$ cat src/rtl/painterengine_gpu_dma_arbiter_if.sv
// Request/stream bundle between the GPU pipeline units, the DMA arbiter and the DMA engine.
// Names are from the arbiter's side: i_* flow into the arbiter, o_* flow out of it.
interface painterengine_gpu_dma_arbiter_if #(
   parameter int PARAM_PORTS      = 2,
   parameter int PARAM_DATA_WIDTH = 32
);
   logic [PARAM_PORTS-1:0]                  i_wire_req;
   logic [PARAM_PORTS-1:0]                  i_wire_opcode_0r_1w;
   logic [32*PARAM_PORTS-1:0]               i_wire_address;
   logic [32*PARAM_PORTS-1:0]               i_wire_data_size;
   logic [PARAM_DATA_WIDTH*PARAM_PORTS-1:0] i_wire_wdata;
   logic [PARAM_PORTS-1:0]                  i_wire_wdata_valid;
   logic [PARAM_PORTS-1:0]                  o_wire_wdata_next;
   logic [PARAM_DATA_WIDTH-1:0]             o_wire_rdata;
   logic [PARAM_PORTS-1:0]                  o_wire_rdata_valid;
   logic [PARAM_PORTS-1:0]                  i_wire_rdata_next;
   logic [PARAM_PORTS-1:0]                  o_wire_grant;
   logic [PARAM_PORTS-1:0]                  o_wire_done;
   logic [PARAM_PORTS-1:0]                  o_wire_error;

   logic                                    o_wire_dma_resetn;
   logic                                    o_wire_dma_opcode_0r_1w;
   logic [31:0]                             o_wire_dma_address;
   logic [31:0]                             o_wire_dma_data_size;
   logic [PARAM_DATA_WIDTH-1:0]             o_wire_dma_data;
   logic                                    o_wire_dma_data_valid;
   logic                                    i_wire_dma_data_next;
   logic [PARAM_DATA_WIDTH-1:0]             i_wire_dma_data;
   logic                                    i_wire_dma_data_valid;
   logic                                    o_wire_dma_data_next;
   logic                                    i_wire_dma_done;
   logic                                    i_wire_dma_error;

   // Arbiter side.
   modport slave (
      input  i_wire_req, i_wire_opcode_0r_1w, i_wire_address, i_wire_data_size,
      input  i_wire_wdata, i_wire_wdata_valid, i_wire_rdata_next,
      input  i_wire_dma_data_next, i_wire_dma_data, i_wire_dma_data_valid,
      input  i_wire_dma_done, i_wire_dma_error,
      output o_wire_wdata_next, o_wire_rdata, o_wire_rdata_valid,
      output o_wire_grant, o_wire_done, o_wire_error,
      output o_wire_dma_resetn, o_wire_dma_opcode_0r_1w, o_wire_dma_address,
      output o_wire_dma_data_size, o_wire_dma_data, o_wire_dma_data_valid,
      output o_wire_dma_data_next
   );

   // Requesters plus DMA engine side.
   modport master (
      output i_wire_req, i_wire_opcode_0r_1w, i_wire_address, i_wire_data_size,
      output i_wire_wdata, i_wire_wdata_valid, i_wire_rdata_next,
      output i_wire_dma_data_next, i_wire_dma_data, i_wire_dma_data_valid,
      output i_wire_dma_done, i_wire_dma_error,
      input  o_wire_wdata_next, o_wire_rdata, o_wire_rdata_valid,
      input  o_wire_grant, o_wire_done, o_wire_error,
      input  o_wire_dma_resetn, o_wire_dma_opcode_0r_1w, o_wire_dma_address,
      input  o_wire_dma_data_size, o_wire_dma_data, o_wire_dma_data_valid,
      input  o_wire_dma_data_next
   );
endinterface

$ cat src/rtl/painterengine_gpu_dma_arbiter.sv
// Round-robin owner of one DMA engine: grant, latch command, hold DMA in reset for setup, route streams, pulse done/error.
// Req to DMA release is 1 + PARAM_SETUP_CYCLES cycles; streams pass combinationally to the owner, others see valid/next = 0.
module painterengine_gpu_dma_arbiter #(
   parameter int PARAM_PORTS        = 2,
   parameter int PARAM_DATA_WIDTH   = 32,
   parameter int PARAM_SETUP_CYCLES = 2
) (
   input  logic                          i_wire_clock,
   input  logic                          i_wire_resetn,
   painterengine_gpu_dma_arbiter_if.slave bus
);
   localparam int PW = (PARAM_PORTS > 1) ? $clog2(PARAM_PORTS) : 1;

   typedef enum logic [1:0] {
      ST_IDLE,
      ST_SETUP,
      ST_RUN,
      ST_FINISH
   } state_t;

   state_t                 state, state_nxt;
   logic [PW-1:0]          ptr, ptr_nxt;
   logic [PW-1:0]          owner, owner_nxt;
   logic [PARAM_PORTS-1:0] grant, grant_nxt;
   logic                   cmd_op, cmd_op_nxt;
   logic [31:0]            cmd_addr, cmd_addr_nxt;
   logic [31:0]            cmd_size, cmd_size_nxt;
   logic [3:0]             setup_cnt, setup_cnt_nxt;
   logic                   err, err_nxt;

   logic                   win_found;
   logic [PW-1:0]          win_idx;

   // First requester strictly after the last winner, wrapping around.
   always_comb begin
      int cand;
      win_found = 1'b0;
      win_idx   = '0;
      cand      = 0;
      for (int i = 1; i <= PARAM_PORTS; i++) begin
         cand = int'(ptr) + i;
         if (cand >= PARAM_PORTS) cand = cand - PARAM_PORTS;
         if (!win_found && bus.i_wire_req[cand]) begin
            win_found = 1'b1;
            win_idx   = PW'(cand);
         end
      end
   end

   always_ff @(posedge i_wire_clock or negedge i_wire_resetn) begin
      if (!i_wire_resetn) begin
         state     <= ST_IDLE;
         ptr       <= PW'(PARAM_PORTS - 1);
         owner     <= '0;
         grant     <= '0;
         cmd_op    <= 1'b0;
         cmd_addr  <= '0;
         cmd_size  <= '0;
         setup_cnt <= '0;
         err       <= 1'b0;
      end else begin
         state     <= state_nxt;
         ptr       <= ptr_nxt;
         owner     <= owner_nxt;
         grant     <= grant_nxt;
         cmd_op    <= cmd_op_nxt;
         cmd_addr  <= cmd_addr_nxt;
         cmd_size  <= cmd_size_nxt;
         setup_cnt <= setup_cnt_nxt;
         err       <= err_nxt;
      end
   end

   always_comb begin
      state_nxt     = state;
      ptr_nxt       = ptr;
      owner_nxt     = owner;
      grant_nxt     = grant;
      cmd_op_nxt    = cmd_op;
      cmd_addr_nxt  = cmd_addr;
      cmd_size_nxt  = cmd_size;
      setup_cnt_nxt = setup_cnt;
      err_nxt       = err;
      case (state)
         ST_IDLE: begin
            if (win_found) begin
               grant_nxt          = '0;
               grant_nxt[win_idx] = 1'b1;
               owner_nxt          = win_idx;
               ptr_nxt            = win_idx;
               cmd_op_nxt         = bus.i_wire_opcode_0r_1w[win_idx];
               cmd_addr_nxt       = bus.i_wire_address[int'(win_idx)*32 +: 32];
               cmd_size_nxt       = bus.i_wire_data_size[int'(win_idx)*32 +: 32];
               setup_cnt_nxt      = '0;
               err_nxt            = 1'b0;
               state_nxt          = ST_SETUP;
            end
         end
         ST_SETUP: begin
            // The zero-length check uses the latched size, so an empty job finishes one cycle after the grant.
            if (cmd_size == 32'd0) begin
               state_nxt = ST_FINISH;
            end else if (setup_cnt == 4'(PARAM_SETUP_CYCLES - 1)) begin
               state_nxt = ST_RUN;
            end else begin
               setup_cnt_nxt = setup_cnt + 4'd1;
            end
         end
         ST_RUN: begin
            if (bus.i_wire_dma_done || bus.i_wire_dma_error) begin
               err_nxt   = bus.i_wire_dma_error;
               state_nxt = ST_FINISH;
            end
         end
         ST_FINISH: begin
            grant_nxt = '0;
            state_nxt = ST_IDLE;
         end
         default: state_nxt = ST_IDLE;
      endcase
   end

   assign bus.o_wire_grant            = grant;
   assign bus.o_wire_dma_opcode_0r_1w = cmd_op;
   assign bus.o_wire_dma_address      = cmd_addr;
   assign bus.o_wire_dma_data_size    = cmd_size;

   // Everything below is derived from state alone, so an async reset zeroes it at once.
   always_comb begin
      bus.o_wire_dma_resetn     = 1'b0;
      bus.o_wire_dma_data       = '0;
      bus.o_wire_dma_data_valid = 1'b0;
      bus.o_wire_wdata_next     = '0;
      bus.o_wire_rdata          = '0;
      bus.o_wire_rdata_valid    = '0;
      bus.o_wire_dma_data_next  = 1'b0;
      bus.o_wire_done           = '0;
      bus.o_wire_error          = '0;
      case (state)
         ST_RUN: begin
            bus.o_wire_dma_resetn        = 1'b1;
            bus.o_wire_dma_data          = bus.i_wire_wdata[int'(owner)*PARAM_DATA_WIDTH +: PARAM_DATA_WIDTH];
            bus.o_wire_dma_data_valid    = bus.i_wire_wdata_valid[owner];
            bus.o_wire_wdata_next[owner] = bus.i_wire_dma_data_next;
            bus.o_wire_rdata             = bus.i_wire_dma_data;
            bus.o_wire_rdata_valid[owner] = bus.i_wire_dma_data_valid;
            bus.o_wire_dma_data_next     = bus.i_wire_rdata_next[owner];
         end
         ST_FINISH: begin
            bus.o_wire_done  = grant;
            bus.o_wire_error = err ? grant : '0;
         end
         default: ;
      endcase
   end
endmodule

$ cat src/flat_wrapper.sv
// flat-port wrapper written by rule: the top's interface ports become plain ports
module painterengine_gpu_dma_arbiter_flat 
#(
   parameter int PARAM_PORTS        = 2,
   parameter int PARAM_DATA_WIDTH   = 32,
   parameter int PARAM_SETUP_CYCLES = 2
)
  (i_wire_clock, i_wire_resetn, bus_i_wire_req, bus_i_wire_opcode_0r_1w, bus_i_wire_address, bus_i_wire_data_size, bus_i_wire_wdata, bus_i_wire_wdata_valid, bus_i_wire_rdata_next, bus_i_wire_dma_data_next, bus_i_wire_dma_data, bus_i_wire_dma_data_valid, bus_i_wire_dma_done, bus_i_wire_dma_error, bus_o_wire_wdata_next, bus_o_wire_rdata, bus_o_wire_rdata_valid, bus_o_wire_grant, bus_o_wire_done, bus_o_wire_error, bus_o_wire_dma_resetn, bus_o_wire_dma_opcode_0r_1w, bus_o_wire_dma_address, bus_o_wire_dma_data_size, bus_o_wire_dma_data, bus_o_wire_dma_data_valid, bus_o_wire_dma_data_next);
  painterengine_gpu_dma_arbiter_if #(.PARAM_PORTS(PARAM_PORTS), .PARAM_DATA_WIDTH(PARAM_DATA_WIDTH)) bus_i ();
  input  logic i_wire_clock;
  input  logic i_wire_resetn;
  input wire logic [$bits(bus_i.i_wire_req)-1:0] bus_i_wire_req;
  input wire logic [$bits(bus_i.i_wire_opcode_0r_1w)-1:0] bus_i_wire_opcode_0r_1w;
  input wire logic [$bits(bus_i.i_wire_address)-1:0] bus_i_wire_address;
  input wire logic [$bits(bus_i.i_wire_data_size)-1:0] bus_i_wire_data_size;
  input wire logic [$bits(bus_i.i_wire_wdata)-1:0] bus_i_wire_wdata;
  input wire logic [$bits(bus_i.i_wire_wdata_valid)-1:0] bus_i_wire_wdata_valid;
  input wire logic [$bits(bus_i.i_wire_rdata_next)-1:0] bus_i_wire_rdata_next;
  input wire logic [$bits(bus_i.i_wire_dma_data_next)-1:0] bus_i_wire_dma_data_next;
  input wire logic [$bits(bus_i.i_wire_dma_data)-1:0] bus_i_wire_dma_data;
  input wire logic [$bits(bus_i.i_wire_dma_data_valid)-1:0] bus_i_wire_dma_data_valid;
  input wire logic [$bits(bus_i.i_wire_dma_done)-1:0] bus_i_wire_dma_done;
  input wire logic [$bits(bus_i.i_wire_dma_error)-1:0] bus_i_wire_dma_error;
  output wire logic [$bits(bus_i.o_wire_wdata_next)-1:0] bus_o_wire_wdata_next;
  output wire logic [$bits(bus_i.o_wire_rdata)-1:0] bus_o_wire_rdata;
  output wire logic [$bits(bus_i.o_wire_rdata_valid)-1:0] bus_o_wire_rdata_valid;
  output wire logic [$bits(bus_i.o_wire_grant)-1:0] bus_o_wire_grant;
  output wire logic [$bits(bus_i.o_wire_done)-1:0] bus_o_wire_done;
  output wire logic [$bits(bus_i.o_wire_error)-1:0] bus_o_wire_error;
  output wire logic [$bits(bus_i.o_wire_dma_resetn)-1:0] bus_o_wire_dma_resetn;
  output wire logic [$bits(bus_i.o_wire_dma_opcode_0r_1w)-1:0] bus_o_wire_dma_opcode_0r_1w;
  output wire logic [$bits(bus_i.o_wire_dma_address)-1:0] bus_o_wire_dma_address;
  output wire logic [$bits(bus_i.o_wire_dma_data_size)-1:0] bus_o_wire_dma_data_size;
  output wire logic [$bits(bus_i.o_wire_dma_data)-1:0] bus_o_wire_dma_data;
  output wire logic [$bits(bus_i.o_wire_dma_data_valid)-1:0] bus_o_wire_dma_data_valid;
  output wire logic [$bits(bus_i.o_wire_dma_data_next)-1:0] bus_o_wire_dma_data_next;
  assign bus_i.i_wire_req = bus_i_wire_req;
  assign bus_i.i_wire_opcode_0r_1w = bus_i_wire_opcode_0r_1w;
  assign bus_i.i_wire_address = bus_i_wire_address;
  assign bus_i.i_wire_data_size = bus_i_wire_data_size;
  assign bus_i.i_wire_wdata = bus_i_wire_wdata;
  assign bus_i.i_wire_wdata_valid = bus_i_wire_wdata_valid;
  assign bus_i.i_wire_rdata_next = bus_i_wire_rdata_next;
  assign bus_i.i_wire_dma_data_next = bus_i_wire_dma_data_next;
  assign bus_i.i_wire_dma_data = bus_i_wire_dma_data;
  assign bus_i.i_wire_dma_data_valid = bus_i_wire_dma_data_valid;
  assign bus_i.i_wire_dma_done = bus_i_wire_dma_done;
  assign bus_i.i_wire_dma_error = bus_i_wire_dma_error;
  assign bus_o_wire_wdata_next = bus_i.o_wire_wdata_next;
  assign bus_o_wire_rdata = bus_i.o_wire_rdata;
  assign bus_o_wire_rdata_valid = bus_i.o_wire_rdata_valid;
  assign bus_o_wire_grant = bus_i.o_wire_grant;
  assign bus_o_wire_done = bus_i.o_wire_done;
  assign bus_o_wire_error = bus_i.o_wire_error;
  assign bus_o_wire_dma_resetn = bus_i.o_wire_dma_resetn;
  assign bus_o_wire_dma_opcode_0r_1w = bus_i.o_wire_dma_opcode_0r_1w;
  assign bus_o_wire_dma_address = bus_i.o_wire_dma_address;
  assign bus_o_wire_dma_data_size = bus_i.o_wire_dma_data_size;
  assign bus_o_wire_dma_data = bus_i.o_wire_dma_data;
  assign bus_o_wire_dma_data_valid = bus_i.o_wire_dma_data_valid;
  assign bus_o_wire_dma_data_next = bus_i.o_wire_dma_data_next;
  painterengine_gpu_dma_arbiter #(.PARAM_PORTS(PARAM_PORTS), .PARAM_DATA_WIDTH(PARAM_DATA_WIDTH), .PARAM_SETUP_CYCLES(PARAM_SETUP_CYCLES)) u_core (.i_wire_clock(i_wire_clock), .i_wire_resetn(i_wire_resetn), .bus(bus_i));
endmodule
$ cat config.mk
export PLATFORM = sky130hd
export DESIGN_NAME = painterengine_gpu_dma_arbiter_flat
export DESIGN_NICKNAME = d
export VERILOG_FILES = /design/src/rtl/painterengine_gpu_dma_arbiter_if.sv /design/src/rtl/painterengine_gpu_dma_arbiter.sv /design/src/flat_wrapper.sv
export SDC_FILE = /design/constraint.sdc
export NUM_CORES = 1
export LEC_CHECK = 0
export ABC_AREA = 1
export BUFFER_PORTS_ARGS = -buffer_cell sky130_fd_sc_hd__buf_4
export CAP_MARGIN = 20
export CORE_AREA = 2 2 147 149
export DETAILED_ROUTE_END_ITERATION = 8
export DIE_AREA = 0 0 149 151
export PLACE_DENSITY = 0.48
export SYNTH_ARGS = -nofsm -noshare
export SYNTH_HDL_FRONTEND = slang
export SYNTH_SLANG_ARGS = --single-unit
$ cat constraint.sdc
create_clock -name i_wire_clock -period 2.4 [get_ports i_wire_clock]
set_clock_uncertainty 0.15 [all_clocks]
set_input_delay 0.48 -clock i_wire_clock [delete_from_list [all_inputs] [get_ports i_wire_clock]]
set_output_delay 0.48 -clock i_wire_clock [all_outputs]
set_load 0.1 [all_outputs]
# Yosys cells after proc, flatten, opt, wreduce, memory -nomap -nowiden
# Index checks and enable logic that the tools add are counted.
# Widths: inputs -> output; s select.
# word_totals
reg_bits	76
latchBits	0
mem_bits_rw	0
mem_bits_ro	0
input_bits	238
out_inout_bits	142
wordCells	97
mem_count	0
# op_classes
n_addsub	5
multipliers	0
div_mod_pow	0
order_cmp	8
n_eq_ne	9
n_shift	3
mux	46
n_bitwise	2
n_reduce_logical	15
# ops
operator	count
$shiftx 64x7->32	3
$mux 32	4
$ge 32x3->1 const B	2
$lt 32x3->1 const B	2
$sub 32x3->32 const B	2
$logic_not 32->1	1
$mux 1	23
$mux 2	10
$mux 4	3
$pmux 2 s4	1
$pmux 4 s2	1
$reduce_and 3->1	2
$reduce_bool 2->1	3
$add 4x1->4 const B	1
$and 2x2->2	2
$eq 2x2->1 const B	2
$eq 4x1->1 const B	1
$lt 1x2->1 const B	2
$ne 2x1->1 const B	2
$ne 2x2->1 const B	2
$pmux 2 s2	1
$reduce_and 2->1	2
$reduce_and 4->1	1
$add 1x2->3 const B	1
other kinds (10)	14

# Logic depth before layout (Yosys ltp)
# Gate-level depths: netlist of the first run.
# logic_depth
word_depth	16
depth_mapped	10

# Least setup slack after synthesis of the first run
# OpenSTA, ideal clock, no wires.
# synth_path
path_kind	register to output
start	register u_core.state[0]
end	output bus_o_wire_dma_data[10]
arrival_ns	3.506
t_required_ns	1.770
setup_slack_ns	-1.736
path_stages_with_launch	7
cell_sequence	dfrtp_1 inv_1 ha_1 buf_2 clkinv_1 clkbuf_1 a21oi_1
# synth_via
elab_chain_cells	2
# synth_rtl
element	line	rtl
from (decl)	painterengine_gpu_dma_arbiter.sv:21	state_t state, state_nxt;
from (signal assigned)	painterengine_gpu_dma_arbiter.sv:62	state <= state_nxt;
$eq 2x2->1	painterengine_gpu_dma_arbiter.sv:139	case (state)
$mux 32	painterengine_gpu_dma_arbiter.sv:139	
to (decl)	flat_wrapper.sv:34	output wire logic [$bits(bus_i.o_wire_dma_data)-1:0] bus_o_wire_dma_data;
# Every way passes these cells.

# Worst setup path in the final report of the first run
# layout_path
start	register u_core.state[0]
end	output bus_o_wire_dma_data[12]
# The elaborated chain is that of the path after synthesis.

==> impl_metrics.csv, run 1 <==
group,metric,value,unit
finish,drive_above_1_share,0.478,
grt,grt_pass1_vias,5254,
timing,slew_violations,0,
placed_design,numPortBuffers,379,
routing,dr.pass1.iters,4,
grt,track_usage,0.168,
finish,insertedDiodeCount,0,
cts,cts_made_buffers,9,
yosys,ys_types,23,
timing,rsz0062_at_grt,"true",
grt,grt_first_pass_wirelength,29.3,mm
worst_setup_path,end_kind,"primary output",
cts,cts-root-buf,"clkbuf_16",
routing,detail-route-antenna-nets,0,
min_path,min_path_type,"input port to flop",
routing,viasPerCell,4.26,
yosys,synth_edf_count,0,
worst_setup_path,start_kind,"flop",
timing,finalSetupViolCount,0,
timing,relSlewSlack,0.690,
timing,post-route-min-period,2.35,ns
yosys,synth_warnings,0,
yosys,synth_top_flop_cell,"dfrtp_1",
cts,clk_latency,0.33,ns
yosys,synth_area_leader_cell,"dfrtp_1",
worst_setup_path,path_max_fanout,23,
cts,htreeDepth,3,
cts,path_clk_slew,0.06,ns
yosys,yosysTopAreaCellShare,0.420,
cts,tritoncts,"done",
cts,clock_path_buffers,2,
placed_design,dp_hpwl,16.2,mm
routing,drc,0,
yosys,ys_seq_area_frac,0.426,
floorplanning,rows,53,
timing,hold_viol,0,
placed_design,place_area,8230,um^2
yosys,synthCells,663,
timing,worst_pin_slew,0.461,ns
placed_design,gp_congestion,0.752,
yosys,synth.net_count,908,
floorplanning,fp.dieH,151,um
cts,clock-sinks,76,
timing,min_period_over_period,0.978,
finish,area_growth,102,%
min_path,holdPathEnd,"u_core.bus.o_wire_dma_data_size[0]",
routing,drtIter0Drc,176,
finish,nets,1276,
run_status,status,"completed",
floorplanning,core_area,20800,um^2
routing,drt-total-wl,20.7,mm
yosys,syn_area,4470,um^2
floorplanning,ioPinCount,380,
floorplanning,start_util,0.215,
yosys,async_reset_ff_frac,1.00,
finish,design_area,9040,um^2
worst_setup_path,r2r_setup_slack,0.37,ns
job,maxCapViolations,0,
floorplanning,die_area,22500,um^2
worst_setup_path,reg2regPathDepth,9,
min_path,holdCritStartpoint,"bus_i_wire_data_size[32]",
worst_setup_path,critPathRequiredTime,1.77,ns
routing,via_count,5581,
yosys,avgSynthCellArea,6.74,um^2
min_path,min_path_cells,3,
grt,grt_max_degree,67,
worst_setup_path,reg2reg_to,"u_core.state[1]",
routing,wl_per_cell,15.8,um
yosys,synth-seq-cells,76,
finish,final.fill_count,2153,
floorplanning,die-width,149,um
timing,max_freq,426,MHz
worst_setup_path,r2r_start,"u_core.state[1]",
worst_setup_path,cp.arrival,1.72,ns
worst_setup_path,crit_type,"flop to primary output",
yosys,synth_area_leaders,"dfrtp_1 (42%), nand2_1 (22%), a31oi_1 (9.1%), nor2_1 (8.1%), a21oi_1 (4.1%)",
grt,grt_overflow_total,0,
grt,antenna_found_initial,0,
-- Yosys cell counts, types with 2 or more instances --
cell type and instances:
nand2_1 265, nor2_1 96, dfrtp_1 75, a31oi_1 65
inv_1 49, a21oi_1 37, buf_2 22, clkbuf_1 14
o21ai_0 9, ha_1 7, buf_1 4, nand3_1 4
buf_4 2, clkinv_1 2, inv_2 2, o21bai_1 2
or2_2 2
-- registers in the layout (all words and copies together) (netlist names) --
register	count
u_core.bus.o_wire_grant	2
u_core.bus.o_wire_dma_opcode_0r_1w	1
u_core.err	1
u_core.ptr	1
u_core.state	2
u_core.owner	1
u_core.setup_cnt	4
u_core.bus.o_wire_dma_address	32
u_core.bus.o_wire_dma_data_size	32
-- how the worst max path moves through the flow --
stage / from / endpoint / slack [ns] / cells past startpoint
after floorplan: u_core.state[0] / bus_o_wire_rdata_valid[1] / -0.14 / 5
after global placement: u_core.state[0] / bus_o_wire_dma_data[17] / 0.35 / 6
after detailed placement: u_core.state[0] / bus_o_wire_dma_data[21] / 0.32 / 6
after CTS: u_core.state[0] / bus_o_wire_dma_data[28] / 0.00006 / 6
after global routing: u_core.state[0] / bus_o_wire_rdata_valid[1] / -0.006 / 6
final: u_core.state[0] / bus_o_wire_dma_data[12] / 0.05 / 6
-- cell type report --
type	count	area [um^2]	area share
Clock buffer	11	243	0.0268
Clock inverter	5	108	0.0119
Inverter	53	317	0.0350
Multi-Input combinational cell	492	2590	0.287
Sequential cell	76	1900	0.211
Tap cell	275	344	0.0381
Timing Repair Buffer	399	3530	0.391
-- timing repair --
action | 4_1_cts | 5_1_grt
buffers inserted | 0 | 1
pin swaps | 0 | 0
gates cloned | 0 | 1
hold buffers | 1 | 0
hold endpoints to repair | 20 | 0
endpoints found under the setup margin | 19 | 67
gates resized for setup | 19 | 84
-- cells in the final DEF (no fill, tap or decap), types with 2 or more instances in the layout --
cell,n
nor2_2,4
or2_2,2
buf_8,8
buf_4,349
clkbuf_16,10
inv_1,17
a31oi_1,65
nor2_1,90
inv_2,4
ha_1,6
a21oi_4,35
nand3_1,4
buf_12,35
nor2_4,2
a21oi_1,3
bufinv_16,3
clkinv_4,2
dfrtp_1,74
nand2_1,264
o21bai_1,2
clkinvlp_4,30
buf_6,5
o21ai_0,9
-- kinds of logic (layout without fill, tap and decap cells) --
group | count (synthesis) | after routing | synth area share
AOI/OAI and AO/OA | 115 | 115 | 0.151
xor gates and xnor gates | 2 | 2 | 0.00392
adders and majority gates | 7 | 7 | 0.0196
buffers and inverters | 95 | 468 | 0.0877
DFF | 76 | 76 | 0.426
and+or+nand+nor | 368 | 368 | 0.312
-- critical path, cell delays in order, from the launching register on --
cell and delay, ns:
dfrtp_2 0.44, inv_2 0.10, ha_4 0.20, clkinv_4 0.07, buf_12 0.19, a21oi_4 0.17
buf_12 0.19
-- through the flow --
| stage | cells | setup slack [ns] | utilization | hold slack, ns | setup TNS, ns |
|---|---|---|---|---|---|
| final | 1311 | 0.0530 | 0.434 | 0.253 | 0 |
| after global routing | 1311 | -0.00585 | 0.434 | 0.250 | -0.0146 |
| after CTS | 1309 | 0.0000560 | 0.416 | 0.242 | 0 |
| after detailed placement | 1292 | 0.321 | 0.395 | 0.259 | 0 |
| after global placement | 1292 | 0.351 | 0.395 | 0.267 | 0 |
| after floorplan | 663 | -0.145 | - | 0.0344 | -4.42 |
-- layer usage --
layer  global-route usage  share of wire
met5                    0              0
met4               0.0438          0.015
met3               0.0654           0.10
met2                0.306           0.51
met1                0.183           0.36
Power of run 1 is not shown: default switching activity piles up to over one toggle a cycle in this logic, so the estimate is an artifact.
==> run 2: changes to the inputs <==
--- a/config.mk
+++ b/config.mk
@@ -8,10 +8,11 @@
 export ABC_AREA = 1
 export BUFFER_PORTS_ARGS = -buffer_cell sky130_fd_sc_hd__buf_4
 export CAP_MARGIN = 20
-export CORE_AREA = 2 2 147 149
+export CORE_AREA = 2 2 146 148
+export CTS_BUF_LIST = sky130_fd_sc_hd__clkbuf_8
 export DETAILED_ROUTE_END_ITERATION = 8
-export DIE_AREA = 0 0 149 151
-export PLACE_DENSITY = 0.48
+export DIE_AREA = 0 0 148 150
+export PLACE_DENSITY = 0.49
 export SYNTH_ARGS = -nofsm -noshare
 export SYNTH_HDL_FRONTEND = slang
 export SYNTH_SLANG_ARGS = --single-unit
==> run 2 against run 1 <==
Against the previous run: maximum frequency fell by 1.4%; cell area down 1.5%; critical endpoint is now bus_o_wire_dma_data[15]; sequential share of layout area rose by 0.31 points.
==> impl_metrics.csv, run 2 (synthesis results as in run 1) <==
group,metric,value,unit
finish,final_util,0.431,
min_path,min_path_type,"input port to flop",
finish,drive_above_1_share,0.476,
placed_design,numPortBuffers,379,
cts,path_clk_slew,0.10,ns
timing,post-route-min-period,2.38,ns
worst_setup_path,start_kind,"flop",
timing,rsz0062_at_grt,"true",
grt,grt_max_degree,97,
routing,drt-total-wl,20.6,mm
finish,design_area,8910,um^2
worst_setup_path,crit_type,"flop to primary output",
worst_setup_path,slowest_delay,0.39,ns
worst_setup_path,path_buf_inv,4,
floorplanning,start_util,0.216,
cts,clock-sinks,76,
job,maxCapViolations,0,
timing,finalSetupViolCount,0,
worst_setup_path,worst-path-stages,6,
routing,wl_per_cell,15.8,um
worst_setup_path,path_cells,"inv_2, ha_4, clkinv_4, buf_12, a21oi_4, buf_12",
timing,worst_pin_slew,0.452,ns
placed_design,place_area,8210,um^2
placed_design,dp_hpwl,15.8,mm
finish,insertedDiodeCount,0,
floorplanning,die_area,22200,um^2
timing,setup_slack,0.0186,ns
cts,post_cts_buffers,0,
placed_design,pre_cts_ws,0.237,ns
run_status,status,"completed",
placed_design,gp_congestion,0.774,
floorplanning,ioPinCount,380,
floorplanning,die-width,148,um
cts,clk_latency,0.36,ns
worst_setup_path,r2r_setup_slack,0.45,ns
cts,cts-root-buf,"clkbuf_8",
timing,hold_viol,0,
grt,antenna_found_initial,0,
grt,track_usage,0.177,
finish,area_growth,99.5,%
grt,grt_first_pass_wirelength,30.9,mm
finish,nets,1271,
floorplanning,core_area,20700,um^2
worst_setup_path,critical_path.slowest_cell,"dfrtp_1",
worst_setup_path,end_kind,"primary output",
worst_setup_path,path_max_fanout,18,
timing,max_freq,420,MHz
timing,whs,0.213,ns
cts,cts_made_buffers,9,
cts,htreeDepth,3,
routing,viasPerCell,4.25,
worst_setup_path,crit_family,"buffers and inverters",
timing,slew_violations,0,
finish,final_cell_mix,"buf_4 (319), nand2_1 (264), nor2_1 (90)",
grt,grt_overflow_total,0,
cts,clock_path_buffers,2,
floorplanning,rows,53,
routing,detail-route-antenna-nets,0,
cts,tritoncts,"done",
min_path,min_path_cells,3,
routing,drtIter0Drc,163,
finish,final.fill_count,2190,
finish,final_common_cell,"buf_4",
routing,via_count,5545,
worst_setup_path,reg2regPathDepth,7,
worst_setup_path,cp_common_cell,"buf_12",
worst_setup_path,critPathRequiredTime,1.77,ns
timing,min_period_over_period,0.992,
routing,drc,0,
routing,dr.pass1.iters,4,
timing,relSlewSlack,0.698,
worst_setup_path,cp.arrival,1.75,ns
grt,grt_pass1_vias,5556,
floorplanning,fp.dieH,150,um
[run 2: layout make-up]
type	count	area (um^2)	share of cell area
sequential	76	1900	0.214
inverter	53	318	0.0357
tap	275	344	0.0386
clock inverter	7	67.6	0.00758
clock buffer	9	124	0.0139
multi-input combinational	492	2590	0.291
timing repair buffer	394	3560	0.399
[run 2: worst register-to-register path, stage by stage, from the launching register on]
cell and delay (ns):
dfrtp_2 0.45, inv_1 0.13, ha_1 0.23, inv_2 0.09, a21oi_4 0.16, buf_12 0.34, nor2_1 0.15, a31oi_1 0.17
[run 2: layer usage]
layer / GRT usage / wire length, um
met5: 0 / 0
met2: 0.311 / 10400
met4: 0.0424 / 229
met3: 0.0668 / 2070
met1: 0.203 / 7910
[run 2: timing repair]
action                                  CTS  global route
endpoints found under the setup margin   69            63
gates cloned                              0             0
gates resized for setup                  97            28
endpoints found under the hold margin    29             0
hold buffers                              1             0
[run 2: path summary, 6_finish.rpt]
| check | start | to |
|---|---|---|
| worst max-delay path | u_core.state[0] | bus_o_wire_dma_data[15] |
| worst min-delay path | bus_i_wire_opcode_0r_1w[1] | u_core.bus.o_wire_dma_opcode_0r_1w |
| worst max register to register | u_core.state[1] | u_core.bus.o_wire_dma_data_size[1] |
| worst min register to register | u_core.ptr | u_core.ptr |
| max in group asynchronous | i_wire_resetn | u_core.ptr |
| min in group asynchronous | i_wire_resetn | u_core.bus.o_wire_dma_address[30] |
[run 2: stage by stage]
stage | instances | setup TNS, ns
2_1_floorplan | 663 | -4.42
3_3_place_gp | 1289 | 0
3_5_place_dp | 1289 | 0
4_1_cts | 1306 | -0.124
5_1_grt | 1306 | -2.28
6_report | 1306 | 0
Power of run 2 is left out for the same reason.
==> run 3: changes to the inputs <==
--- a/config.mk
+++ b/config.mk
@@ -8,10 +8,10 @@
 export ABC_AREA = 1
 export BUFFER_PORTS_ARGS = -buffer_cell sky130_fd_sc_hd__buf_4
 export CAP_MARGIN = 20
-export CORE_AREA = 2 2 146 148
+export CORE_AREA = 4 4 148 150
 export CTS_BUF_LIST = sky130_fd_sc_hd__clkbuf_8
 export DETAILED_ROUTE_END_ITERATION = 8
-export DIE_AREA = 0 0 148 150
+export DIE_AREA = 0 0 152 154
 export PLACE_DENSITY = 0.49
 export SYNTH_ARGS = -nofsm -noshare
 export SYNTH_HDL_FRONTEND = slang
==> run 3 against run 2 <==
Against the previous run: clock-buffer cell count did not move; cell area up 1.4%; cell count is 0.38% higher; utilization increased by 0.59 points; critical path depth unchanged; maximum frequency up 0.72%; via count up 1.2%; global-route usage shrank 0.80 points.
==> impl_metrics.csv, run 3 (synthesis results as in run 1) <==
group,metric,value,unit
run_status,status,"completed",
grt,grt_first_pass_wirelength,31.5,mm
floorplanning,start_util,0.216,
timing,finalSetupViolCount,0,
min_path,holdPathEnd,"u_core.bus.o_wire_dma_address[29]",
min_path,holdCritStartpoint,"bus_i_wire_address[61]",
timing,hold_viol,0,
routing,drt-total-wl,21.1,mm
timing,min_period_over_period,0.985,
worst_setup_path,end_kind,"primary output",
cts,clock_path_buffers,2,
timing,tns,0,ns
worst_setup_path,path_buf_inv,4,
timing,slew_violations,0,
worst_setup_path,crit_family,"buffers and inverters",
worst_setup_path,critPathRequiredTime,1.77,ns
routing,detail-route-antenna-nets,0,
worst_setup_path,reg2regPathDepth,8,
timing,setup_slack,0.0356,ns
timing,worst_pin_slew,0.596,ns
finish,area_growth,102,%
finish,drive_above_1_share,0.480,
timing,post-route-min-period,2.36,ns
grt,track_usage,0.169,
worst_setup_path,r2r_start,"u_core.state[1]",
placed_design,dp_hpwl,16.5,mm
routing,dr.pass1.iters,7,
cts,htreeDepth,3,
worst_setup_path,crit_type,"flop to primary output",
finish,final_util,0.437,
routing,wl_per_cell,16.1,um
finish,insertedDiodeCount,0,
routing,via_count,5611,
cts,clock-sinks,76,
placed_design,gp_congestion,0.919,
worst_setup_path,start_kind,"flop",
grt,grt_pass1_vias,5612,
floorplanning,ioPinCount,380,
floorplanning,fp.dieH,154,um
worst_setup_path,path_cells,"inv_2, ha_4, clkinv_4, buf_6, a21oi_4, buf_12",
grt,antenna_found_initial,0,
cts,path_clk_slew,0.09,ns
placed_design,numPortBuffers,379,
routing,drtIter0Drc,200,
routing,viasPerCell,4.28,
min_path,min_path_type,"input port to flop",
worst_setup_path,cp.arrival,1.73,ns
worst_setup_path,reg2reg_to,"u_core.bus.o_wire_dma_address[2]",
finish,final_cell_mix,"buf_4 (322), nand2_1 (262), nor2_1 (90)",
timing,max_freq,423,MHz
worst_setup_path,r2r_setup_slack,0.40,ns
cts,cts-root-buf,"clkbuf_8",
finish,design_area,9030,um^2
cts,tritoncts,"done",
placed_design,pre_cts_ws,0.298,ns
worst_setup_path,slowest_delay,0.44,ns
timing,rsz0062_at_grt,"true",
floorplanning,die-width,152,um
finish,nets,1277,
grt,grt_overflow_total,0,
cts,clk_latency,0.36,ns
worst_setup_path,path_max_fanout,15,
job,maxCapViolations,0,
floorplanning,core_area,20700,um^2
min_path,min_path_cells,3,
placed_design,place_area,8230,um^2
finish,final_common_cell,"buf_4",
floorplanning,rows,53,
routing,drc,0,
grt,grt_max_degree,58,
timing,relSlewSlack,0.602,
worst_setup_path,critical_path.slowest_cell,"dfrtp_1",
floorplanning,die_area,23400,um^2
cts,cts_made_buffers,9,
## run 3: worst max path at each step
stage | startpoint | to | slack (ns) | cells past startpoint
3_3_place_gp | u_core.state[0] | bus_o_wire_dma_data[27] | 0.33 | 6
2_1_floorplan | u_core.state[0] | bus_o_wire_rdata_valid[1] | -0.14 | 5
6_report | u_core.state[0] | bus_o_wire_dma_data[21] | 0.04 | 6
3_5_place_dp | u_core.state[0] | bus_o_wire_dma_data[27] | 0.30 | 6
4_1_cts | u_core.state[0] | bus_o_wire_rdata_valid[1] | -0.02 | 6
5_1_grt | u_core.state[0] | bus_o_wire_dma_data[21] | -0.04 | 6
## run 3: final cells by class
class / count / area [um^2]
clock inverters: 6 / 41.3
clock buffers: 9 / 124
well taps: 275 / 344
multi-input cells: 492 / 2610
fillers: 2140 / 11700
inverters: 53 / 317
repair buffers: 400 / 3690
flip-flops and latches: 76 / 1900
## run 3: per-layer routing
layer	global-route usage	up-vias	share of wire
met3	0.0735	25	0.11
met4	0.0582	0	0.019
li1	-	2845	-
met1	0.189	2492	0.38
met2	0.288	249	0.49
met5	0	-	0
## run 3: per-stage QoR
step / hold slack, ns / std cells
3_3_place_gp: 0.332 / 1293
6_report: 0.217 / 1311
4_1_cts: 0.202 / 1309
2_1_floorplan: 0.0344 / 663
3_5_place_dp: 0.343 / 1293
5_1_grt: 0.209 / 1311
## run 3: tightest hold or removal path, stage by stage
cell and delay (ns):
buf_4 0.10, nand2_1 0.05, a31oi_1 0.06
## run 3: what timing repair did
item / in CTS / in global routing
resized for setup: 71 / 76
gates cloned: 0 / 1
pin swaps: 0 / 1
buffers inserted: 0 / 1
hold endpoints to repair: 23 / 0
hold buffers: 1 / 0
endpoints found under the setup margin: 47 / 59
Power of run 3 is left out for the same reason.
